--- config.mk ---
export PLATFORM = sky130hd
export DESIGN_NAME = cpu_blitter_sequencer
export DESIGN_NICKNAME = d
export VERILOG_FILES = /design/src/rtl/cpu_blitter_pkg.sv /design/src/rtl/blit_strobe_capture.sv /design/src/rtl/cpu_blitter_sequencer.sv
export SDC_FILE = /design/constraint.sdc
export NUM_CORES = 1
export LEC_CHECK = 0
export ABC_AREA = 1
export CAP_MARGIN = 20
export CORE_ASPECT_RATIO = 0.9
export CORE_MARGIN = 4
export CORE_UTILIZATION = 40
export CTS_CLUSTER_DIAMETER = 40
export CTS_CLUSTER_SIZE = 14
export DETAILED_ROUTE_END_ITERATION = 12
export PLACE_DENSITY = 0.63
export RECOVER_POWER = 50
export SYNTH_ARGS = -nofsm -noshare
export SYNTH_HDL_FRONTEND = slang
export SYNTH_SLANG_ARGS = --single-unit
--- constraint.sdc ---
create_clock -name CPU_CLOCK -period 3.9 [get_ports CPU_CLOCK]
set_input_delay 0.78 -clock CPU_CLOCK [delete_from_list [all_inputs] [get_ports CPU_CLOCK]]
set_output_delay 0.78 -clock CPU_CLOCK [all_outputs]
set_load 0.03 [all_outputs]
--- src/rtl/cpu_blitter_pkg.sv ---
// Shared types and reset constants for the Kangaroo blitter sequencer.
package cpu_blitter_pkg;

    typedef enum logic [1:0] {
        IDLE  = 2'd0,
        READ  = 2'd1,
        WRITE = 2'd2
    } blit_state_t;

    // Bit positions of the six decoder strobes in the packed strobe vector.
    typedef enum logic [2:0] {
        SEL_RDL = 3'd0,
        SEL_RDH = 3'd1,
        SEL_WRL = 3'd2,
        SEL_WRH = 3'd3,
        SEL_XYL = 3'd4,
        SEL_XYH = 3'd5
    } reg_sel_t;

    localparam int          NUM_STROBES = 6;
    localparam logic [7:0]  RST_BYTE    = 8'h00;
    localparam logic [15:0] RST_ADDR    = 16'h0000;
    localparam logic        RST_WAIT_AL = 1'b1;

endpackage

--- src/rtl/blit_strobe_capture.sv ---
// One decoder strobe: armed flag plus write-acceptance qualifier (one accept per low pulse).
module blit_strobe_capture #(
    parameter bit DISARM_ON_BUSY = 1'b1
) (
    input  logic i_clk,
    input  logic i_srst,
    input  logic i_strobe_al,
    input  logic i_idle,
    output logic o_accept
);

    logic r_armed;

    assign o_accept = ~i_strobe_al & r_armed & i_idle;

    // A busy-time low either consumes the pulse (write lost) or leaves it pending for IDLE.
    always_ff @(posedge i_clk) begin
        if (i_srst) begin
            r_armed <= 1'b0;
        end else if (i_strobe_al) begin
            r_armed <= 1'b1;
        end else if (o_accept) begin
            r_armed <= 1'b0;
        end else if (!i_idle && DISARM_ON_BUSY) begin
            r_armed <= 1'b0;
        end
    end

endmodule

--- src/rtl/cpu_blitter_sequencer.sv ---
// Kangaroo blitter: strobe-loaded SRC/DST/W/H registers and a ROM-to-VRAM rectangle copy FSM.
// Optional macro BLIT_WAIT_EN: stall the Z80 via WAIT_AL instead of dropping busy-time writes.
module cpu_blitter_sequencer
    import cpu_blitter_pkg::*;
#(
    parameter logic [15:0] ROW_STRIDE = 16'd256
) (
    input  logic        CPU_CLOCK,
    input  logic        FPGA_RESET,
    input  logic [7:0]  DB,
    input  logic        RDL_AL,
    input  logic        RDH_AL,
    input  logic        WRL_AL,
    input  logic        WRH_AL,
    input  logic        XYL_AL,
    input  logic        XYH_AL,
    output logic [15:0] GFX_ADDR,
    output logic        GFX_RD,
    input  logic [7:0]  GFX_DATA,
    output logic [15:0] VRAM_ADDR,
    output logic [7:0]  VRAM_DATA,
    output logic        VRAM_WE,
    output logic        BLIT_BUSY,
    output logic        WAIT_AL
);

`ifdef BLIT_WAIT_EN
    localparam bit DISARM_ON_BUSY = 1'b0;
`else
    localparam bit DISARM_ON_BUSY = 1'b1;
`endif

    logic [NUM_STROBES-1:0] w_strobe_al;
    logic [NUM_STROBES-1:0] w_accept;
    logic                   w_idle;
    logic                   w_trigger;

    logic [15:0] r_src;
    logic [15:0] r_dst;
    logic [7:0]  r_w;
    logic [7:0]  r_h;

    blit_state_t r_state;
    blit_state_t w_state_next;

    logic [7:0]  r_col, w_col_next;
    logic [7:0]  r_row, w_row_next;
    logic [15:0] r_src_ptr, w_src_ptr_next;
    logic [15:0] r_dst_ptr, w_dst_ptr_next;
    logic [15:0] r_row_base, w_row_base_next;
    logic        w_last_col;
    logic        w_last_row;

    logic [15:0] r_gfx_addr, w_gfx_addr_next;
    logic        r_gfx_rd, w_gfx_rd_next;
    logic [15:0] r_vram_addr, w_vram_addr_next;
    logic        r_vram_we, w_vram_we_next;
    logic        r_busy, w_busy_next;

    assign w_strobe_al[SEL_RDL] = RDL_AL;
    assign w_strobe_al[SEL_RDH] = RDH_AL;
    assign w_strobe_al[SEL_WRL] = WRL_AL;
    assign w_strobe_al[SEL_WRH] = WRH_AL;
    assign w_strobe_al[SEL_XYL] = XYL_AL;
    assign w_strobe_al[SEL_XYH] = XYH_AL;

    assign w_idle    = (r_state == IDLE);
    assign w_trigger = w_accept[SEL_XYH];

    genvar gi;
    generate
        for (gi = 0; gi < NUM_STROBES; gi++) begin : g_cap
            blit_strobe_capture #(
                .DISARM_ON_BUSY(DISARM_ON_BUSY)
            ) u_cap (
                .i_clk      (CPU_CLOCK),
                .i_srst     (FPGA_RESET),
                .i_strobe_al(w_strobe_al[gi]),
                .i_idle     (w_idle),
                .o_accept   (w_accept[gi])
            );
        end
    endgenerate

    // Register file: writes only land while IDLE, so a blit never sees them change.
    always_ff @(posedge CPU_CLOCK) begin
        if (FPGA_RESET) begin
            r_src <= RST_ADDR;
            r_dst <= RST_ADDR;
            r_w   <= RST_BYTE;
            r_h   <= RST_BYTE;
        end else begin
            if (w_accept[SEL_RDL]) r_src[7:0]  <= DB;
            if (w_accept[SEL_RDH]) r_src[15:8] <= DB;
            if (w_accept[SEL_WRL]) r_dst[7:0]  <= DB;
            if (w_accept[SEL_WRH]) r_dst[15:8] <= DB;
            if (w_accept[SEL_XYL]) r_w         <= DB;
            if (w_accept[SEL_XYH]) r_h         <= DB;
        end
    end

    assign w_last_col = (r_col == r_w);
    assign w_last_row = (r_row == r_h);

    always_ff @(posedge CPU_CLOCK) begin
        if (FPGA_RESET) begin
            r_state <= IDLE;
        end else begin
            r_state <= w_state_next;
        end
    end

    always_comb begin
        w_state_next = r_state;
        case (r_state)
            IDLE:    if (w_trigger) w_state_next = READ;
            READ:    w_state_next = WRITE;
            WRITE:   w_state_next = (w_last_col && w_last_row) ? IDLE : READ;
            default: w_state_next = IDLE;
        endcase
    end

    // Walk pointers: source is linear, destination steps by ROW_STRIDE at each row end.
    always_comb begin
        w_col_next      = r_col;
        w_row_next      = r_row;
        w_src_ptr_next  = r_src_ptr;
        w_dst_ptr_next  = r_dst_ptr;
        w_row_base_next = r_row_base;
        case (r_state)
            IDLE: begin
                if (w_trigger) begin
                    w_col_next      = 8'd0;
                    w_row_next      = 8'd0;
                    w_src_ptr_next  = r_src;
                    w_row_base_next = r_dst;
                    w_dst_ptr_next  = r_dst;
                end
            end
            WRITE: begin
                w_src_ptr_next = r_src_ptr + 16'd1;
                if (!w_last_col) begin
                    w_col_next     = r_col + 8'd1;
                    w_dst_ptr_next = r_dst_ptr + 16'd1;
                end else if (!w_last_row) begin
                    w_col_next      = 8'd0;
                    w_row_next      = r_row + 8'd1;
                    w_row_base_next = r_row_base + ROW_STRIDE;
                    w_dst_ptr_next  = r_row_base + ROW_STRIDE;
                end
            end
            default: begin
            end
        endcase
    end

    always_ff @(posedge CPU_CLOCK) begin
        if (FPGA_RESET) begin
            r_col      <= RST_BYTE;
            r_row      <= RST_BYTE;
            r_src_ptr  <= RST_ADDR;
            r_dst_ptr  <= RST_ADDR;
            r_row_base <= RST_ADDR;
        end else begin
            r_col      <= w_col_next;
            r_row      <= w_row_next;
            r_src_ptr  <= w_src_ptr_next;
            r_dst_ptr  <= w_dst_ptr_next;
            r_row_base <= w_row_base_next;
        end
    end

    // Outputs are decoded from the upcoming state so they line up with it after the edge.
    always_comb begin
        w_gfx_rd_next    = (w_state_next == READ);
        w_vram_we_next   = (w_state_next == WRITE);
        w_busy_next      = (w_state_next != IDLE);
        w_gfx_addr_next  = w_gfx_rd_next  ? w_src_ptr_next : RST_ADDR;
        w_vram_addr_next = w_vram_we_next ? w_dst_ptr_next : RST_ADDR;
    end

    always_ff @(posedge CPU_CLOCK) begin
        if (FPGA_RESET) begin
            r_gfx_addr  <= RST_ADDR;
            r_gfx_rd    <= 1'b0;
            r_vram_addr <= RST_ADDR;
            r_vram_we   <= 1'b0;
            r_busy      <= 1'b0;
        end else begin
            r_gfx_addr  <= w_gfx_addr_next;
            r_gfx_rd    <= w_gfx_rd_next;
            r_vram_addr <= w_vram_addr_next;
            r_vram_we   <= w_vram_we_next;
            r_busy      <= w_busy_next;
        end
    end

    assign GFX_ADDR  = r_gfx_addr;
    assign GFX_RD    = r_gfx_rd;
    assign VRAM_ADDR = r_vram_addr;
    assign VRAM_WE   = r_vram_we;
    assign BLIT_BUSY = r_busy;
    // ROM data arrives in the WRITE cycle itself, so it is gated straight through.
    assign VRAM_DATA = r_vram_we ? GFX_DATA : RST_BYTE;

`ifdef BLIT_WAIT_EN
    assign WAIT_AL = ~(r_busy & ~(&w_strobe_al));
`else
    assign WAIT_AL = RST_WAIT_AL;
`endif

endmodule

Yosys cells after proc, flatten, opt, wreduce, memory -nomap -nowiden
Cells that the tools add are included.
Storage, ports and cells
  flip-flop bits (word level): 155
  logic and storage cells: 106
  output and inout bits: 44
Cells by class
  mux-type cells: 34
  reduce and logical (&&, ||, !) cells: 8
  add/subtract/negate cells: 5
  bitwise logic cells: 20
  eq/ne operators: 16
Operators by type and width (count)
  $mux W16: 7
  $pmux W16 S2: 3
  $mux W8: 6
  $add A16 B1 Y16 const B: 2
  $pmux W8 S2: 2
  $add A16 B9 Y16 const B: 1
  $add A8 B1 Y8 const B: 2
  $eq A8 B8 Y1: 2
  $ne A3 B2 Y1 const B: 5
  $mux W1: 14
  $and A1 B1 Y1: 12
  $not A1 Y1: 8
  $ne A3 B3 Y1 const B: 2
  $pmux W2 S3: 1
  $eq A2 B1 Y1 const B: 2
  $eq A2 B2 Y1 const B: 2
  $ne A2 B2 Y1 const B: 2
  $reduce_and A4 Y1: 1
  $reduce_bool A2 Y1: 2
  $reduce_or A2 Y1: 2
  $reduce_and A3 Y1: 1
  $logic_not A2 Y1: 1
  $mux W2: 1
  $ne A2 B1 Y1 const B: 1
  $logic_and A1 B1 Y1: 1

Longest topological paths before layout
  depth after elaboration: 8
  mapped depth: 14
  depth with buffers taken out: 14

Cells and area by module
From an unflattened synthesis, not the netlist that was laid out.
Second synthesis, totals
  cells, all modules: 1011
  area, all modules: 7088.0 µm²
By module, submodules not included
  cpu_blitter_sequencer: instances 1, cells each 981, area each 6862.8 µm²
  blit_strobe_capture: instances 6, cells each 5, area each 37.5 µm²

Worst setup path after synthesis
OpenSTA, ideal clock, no wires.
  path kind: in2reg
  start point: input XYH_AL
  end point: register r_h[0]
  arrival time: 1.746 ns
  setup slack: 2.026 ns
  setup time: 0.128 ns
  stages on the path: 8
  data required time: 3.772 ns
  buffers on the path: 2
  cell sequence: inv_1 -> nand2_1 -> nor2_2 -> inv_2 -> buf_2 -> clkbuf_1 -> o21ai_0 -> a21oi_1
On the way
  word-level cells in the longest chain between the ends: 3
Ends and longest elaborated chain
  start: declaration: RTL line cpu_blitter_sequencer.sv:16  | input logic XYH_AL,
  $not A1 Y1: RTL line blit_strobe_capture.sv:14  | assign o_accept = ~i_strobe_al & r_armed & i_idle;
  $and A1 B1 Y1 (2 in series): RTL line blit_strobe_capture.sv:14
  end signal: assignment: RTL line cpu_blitter_sequencer.sv:91  | r_h <= RST_BYTE;
  end signal: assignment: RTL line cpu_blitter_sequencer.sv:98  | if (w_accept[SEL_XYH]) r_h <= DB;
  end: declaration: RTL line cpu_blitter_sequencer.sv:41  | logic [7:0] r_h;
No other way between the ends.
A chain may end at the register's enable or synchronous reset.

==> results.json <==
{
  "status": "finished, violations left",
  "violations": "capacitance limit, slew limit",
  "start_kind": "primary input",
  "core_area_um2": 17730,
  "grt_max_degree": 36,
  "post-cts-setup-buffer-count": 0,
  "grt-ovfl-total": 0,
  "place_inst": 1329,
  "nFillCells": 1898,
  "clockRootBuffer": "clkbuf_16",
  "cts.clk_slew.worst_paths_ns": 0.06,
  "layout.nets": 1137,
  "synth_area_leaders": "dfxtp_1 43%, nand2_1 12%, nor2_1 7.2%",
  "period_share": 0.7778,
  "crit_path_end_kind": "register",
  "comb_power_share": 0.111,
  "routed_wl_um": 20580,
  "fin_ws_ns": 0.8665,
  "fin_crit_ns": 3.034,
  "crit_slowest_cell": "clkbuf_1",
  "holdCritPathClass": "reg2reg",
  "hpwlAfterDp_um": 14100,
  "fmax_mhz": 329.7,
  "cap_viol_max_count": 1,
  "powerDensity_nw_per_um2": 433.7,
  "syn_nets": 1087,
  "ys_seq_area_frac": 0.4252,
  "cp_max_fo": 35,
  "drc": 0,
  "antenna_found_initial": 0,
  "area_growth_pct": 19.19,
  "cts_buffers": 17,
  "clock_path_buffers": 2,
  "grt_use_total": 0.2066,
  "setup_viol": 0,
  "synth_top_area_cell": "dfxtp_1",
  "cp.arrival_ns": 3.33,
  "seqPwrFrac": 0.441,
  "ant_nets": 0,
  "yosys.area.top_type_share": 0.4252,
  "synth_cell_types": 38,
  "grt_pass1_wl_um": 33180,
  "p_int_mw": 2.764,
  "io_buffers": 66,
  "path_cells": "buf_2, clkbuf_2, clkbuf_1, nor2_8, inv_6, nand2_1",
  "cts.hold.buffers_added": 0,
  "fin_tns_setup_ns": 0,
  "num_rows": 46,
  "vias": 6900,
  "p_leak_nw": 3.476,
  "synthesis.area_um2": 7251,
  "cts_tree": "yes",
  "dr.pass1.iters": 7,
  "hold_viol_final": 0,
  "die_h_um": 135.7,
  "place_congestion": 0.8853,
  "path_delay_family": "buffers and inverters",
  "grt_pass1_vias": 6350,
  "ctsHtreeMaxLevel": 4,
  "worst_hold_slack_ns": 0.4586,
  "io-pin-count": 68,
  "pwr-share-clk": 0.448,
  "swShare": 0.2627,
  "clock-sinks": 154,
  "synth_area_per_cell_um2": 6.853,
  "antenna_cells": 0,
  "final_core_util": 0.4875,
  "peakVddDrop_mv": 0.3322,
  "drtIter0Drc": 725,
  "cp.required_ns": 4.19,
  "ys_seq_elements": 154,
  "routed_via_density": 5.070,
  "start_util": 0.4090,
  "clk_latency_ns": 0.42,
  "switchingPower_mw": 0.9846,
  "worst-path-buf-inv": 4,
  "ctsResizeCount": 0,
  "syn_inst": 1058,
  "design.die.area_um2": 20350,
  "slew-limit-headroom": -0.3199,
  "finalClockSkew_ns": 0.008314,
  "path_class": "in2reg",
  "drive_above_1_share": 0.05085,
  "maxSlewViolCount": 36,
  "rsz0062_at_grt": "no",
  "yosysWarningCount": 0,
  "cp_slowest_stage_delay_ns": 1.48,
  "dieWidth_um": 149.9,
  "avgRoutedWirePerCell_um": 15.12,
  "fin_cells": 1361,
  "tightestPinTransition_ns": 1.980,
  "place_ws_ns": 1.072
}
[per-stage QoR]
| step | power (mW) | instance area (um2) |
|---|---|---|
| finish | 3.748 | 8642 |
| floorplan | 1.963 | 7251 |
| global placement | 2.099 | 8073 |
| detailed placement | 2.103 | 8073 |
| CTS | 3.773 | 8668 |
| global route | 3.892 | 8642 |
[worst paths after layout]
check / cells past startpoint / to / startpoint / slack, ns
worst max register to register: 7 / r_src_ptr[0]$_SDFF_PP0_ / r_state[0]$_SDFF_PP0_ / 1.03
worst min-delay path: 2 / r_src[1]$_SDFFE_PP0P_ / r_src[1]$_SDFFE_PP0P_ / 0.46
worst min register to register: 2 / r_src[1]$_SDFFE_PP0P_ / r_src[1]$_SDFFE_PP0P_ / 0.46
worst max-delay path: 6 / BLIT_BUSY$_SDFF_PP0_ / FPGA_RESET / 0.87
[cell families (layout without fill, tap and decap cells)]
family / count (synthesis) / after routing / share of synthesized area
xor gates and xnor gates: 23 / 23 / 0.02778
other: 1 / 1 / 0.0005172
AOI/OAI and AO/OA: 205 / 205 / 0.1487
DFF: 154 / 154 / 0.4252
buffers and inverters: 172 / 235 / 0.09525
and+or+nand+nor: 498 / 498 / 0.2939
adders and majority gates: 5 / 5 / 0.008628
[registers in the layout, indices dropped and copies added (netlist names), 6 cells and up]
name and count:
r_row 8, r_dst 16, r_src 16, r_h 8, r_dst_ptr 16, r_col 8
r_w 8, r_row_base 16, GFX_ADDR 16, VRAM_ADDR 16, r_src_ptr 16, g_cap.u_cap.r_armed 6
[area by class of cell]
type / count / area, um2 / share of cell area
inverters: 127 / 481.7 / 0.05574
clock buffers: 20 / 446.7 / 0.05169
repair buffers: 76 / 714.4 / 0.08267
well taps: 240 / 300.3 / 0.03475
multi-input cells: 732 / 3467 / 0.4012
clock inverters: 12 / 148.9 / 0.01723
flip-flops and latches: 154 / 3083 / 0.3567
[placed cells by master (no fill, tap or decap), types with 13 or more instances in the layout]
cell type          n
clkdlybuf4s50_1   42
xor2_1            14
clkbuf_16         17
o21ai_0           80
dfxtp_1          154
nand3_1           86
nand2_1          229
inv_1            123
a21oi_1           95
dlygate4sd3_1     23
nand4_1           13
nor2_1           141
[metal layers]
layer	vias up	routed length, um	track usage
met4	0	129	0.05081
met1	3153	10220	0.3013
met3	13	1535	0.04450
met2	232	8689	0.3112
met5	-	0	0
li1	3502	-	-
[power groups by stage]
stage	Combinational [mW]	Sequential, mW	Clock, mW
after floorplan	0.278	1.69	0
after global placement	0.411	1.69	0
after detailed placement	0.414	1.69	0
after CTS	0.416	1.65	1.70
after global routing	0.461	1.66	1.77
final	0.416	1.65	1.68
[cells in the mapped netlist]
| master | number |
|---|---|
| a22oi_1 | 2 |
| inv_1 | 122 |
| o21ai_0 | 80 |
| nand2_2 | 4 |
| inv_2 | 4 |
| inv_6 | 1 |
| nand3_1 | 86 |
| a221oi_1 | 2 |
| buf_6 | 2 |
| clkbuf_1 | 22 |
| nand4_1 | 13 |
| nor2_1 | 139 |
| a21boi_0 | 1 |
| o2111ai_1 | 1 |
| o21bai_1 | 3 |
| a31oi_1 | 4 |
| xor2_1 | 14 |
| nor3_2 | 1 |
| ha_1 | 5 |
| nor2_8 | 2 |
| buf_2 | 17 |
| nand2_4 | 4 |
| nor2_2 | 4 |
| o211ai_1 | 3 |
| o22ai_1 | 11 |
| nor3b_1 | 1 |
| a21oi_1 | 95 |
| nand2_1 | 229 |
| o21ai_1 | 3 |
| xnor2_1 | 9 |
| dfxtp_1 | 154 |
| or2_2 | 2 |
| nor3_1 | 11 |
| buf_1 | 3 |
| conb_1 | 1 |
| and2_1 | 1 |
| nor2_4 | 1 |
| buf_4 | 1 |
[worst reg2reg max path, cell delays in order (launching register included)]
cell	delay [ns]
dfxtp_1	0.30
clkbuf_1	0.52
inv_1	0.40
nand2_1	0.22
clkbuf_2	0.65
nor2_1	0.08
a221oi_1	0.43
nor2_1	0.08
(Power assumes the default switching activity.)
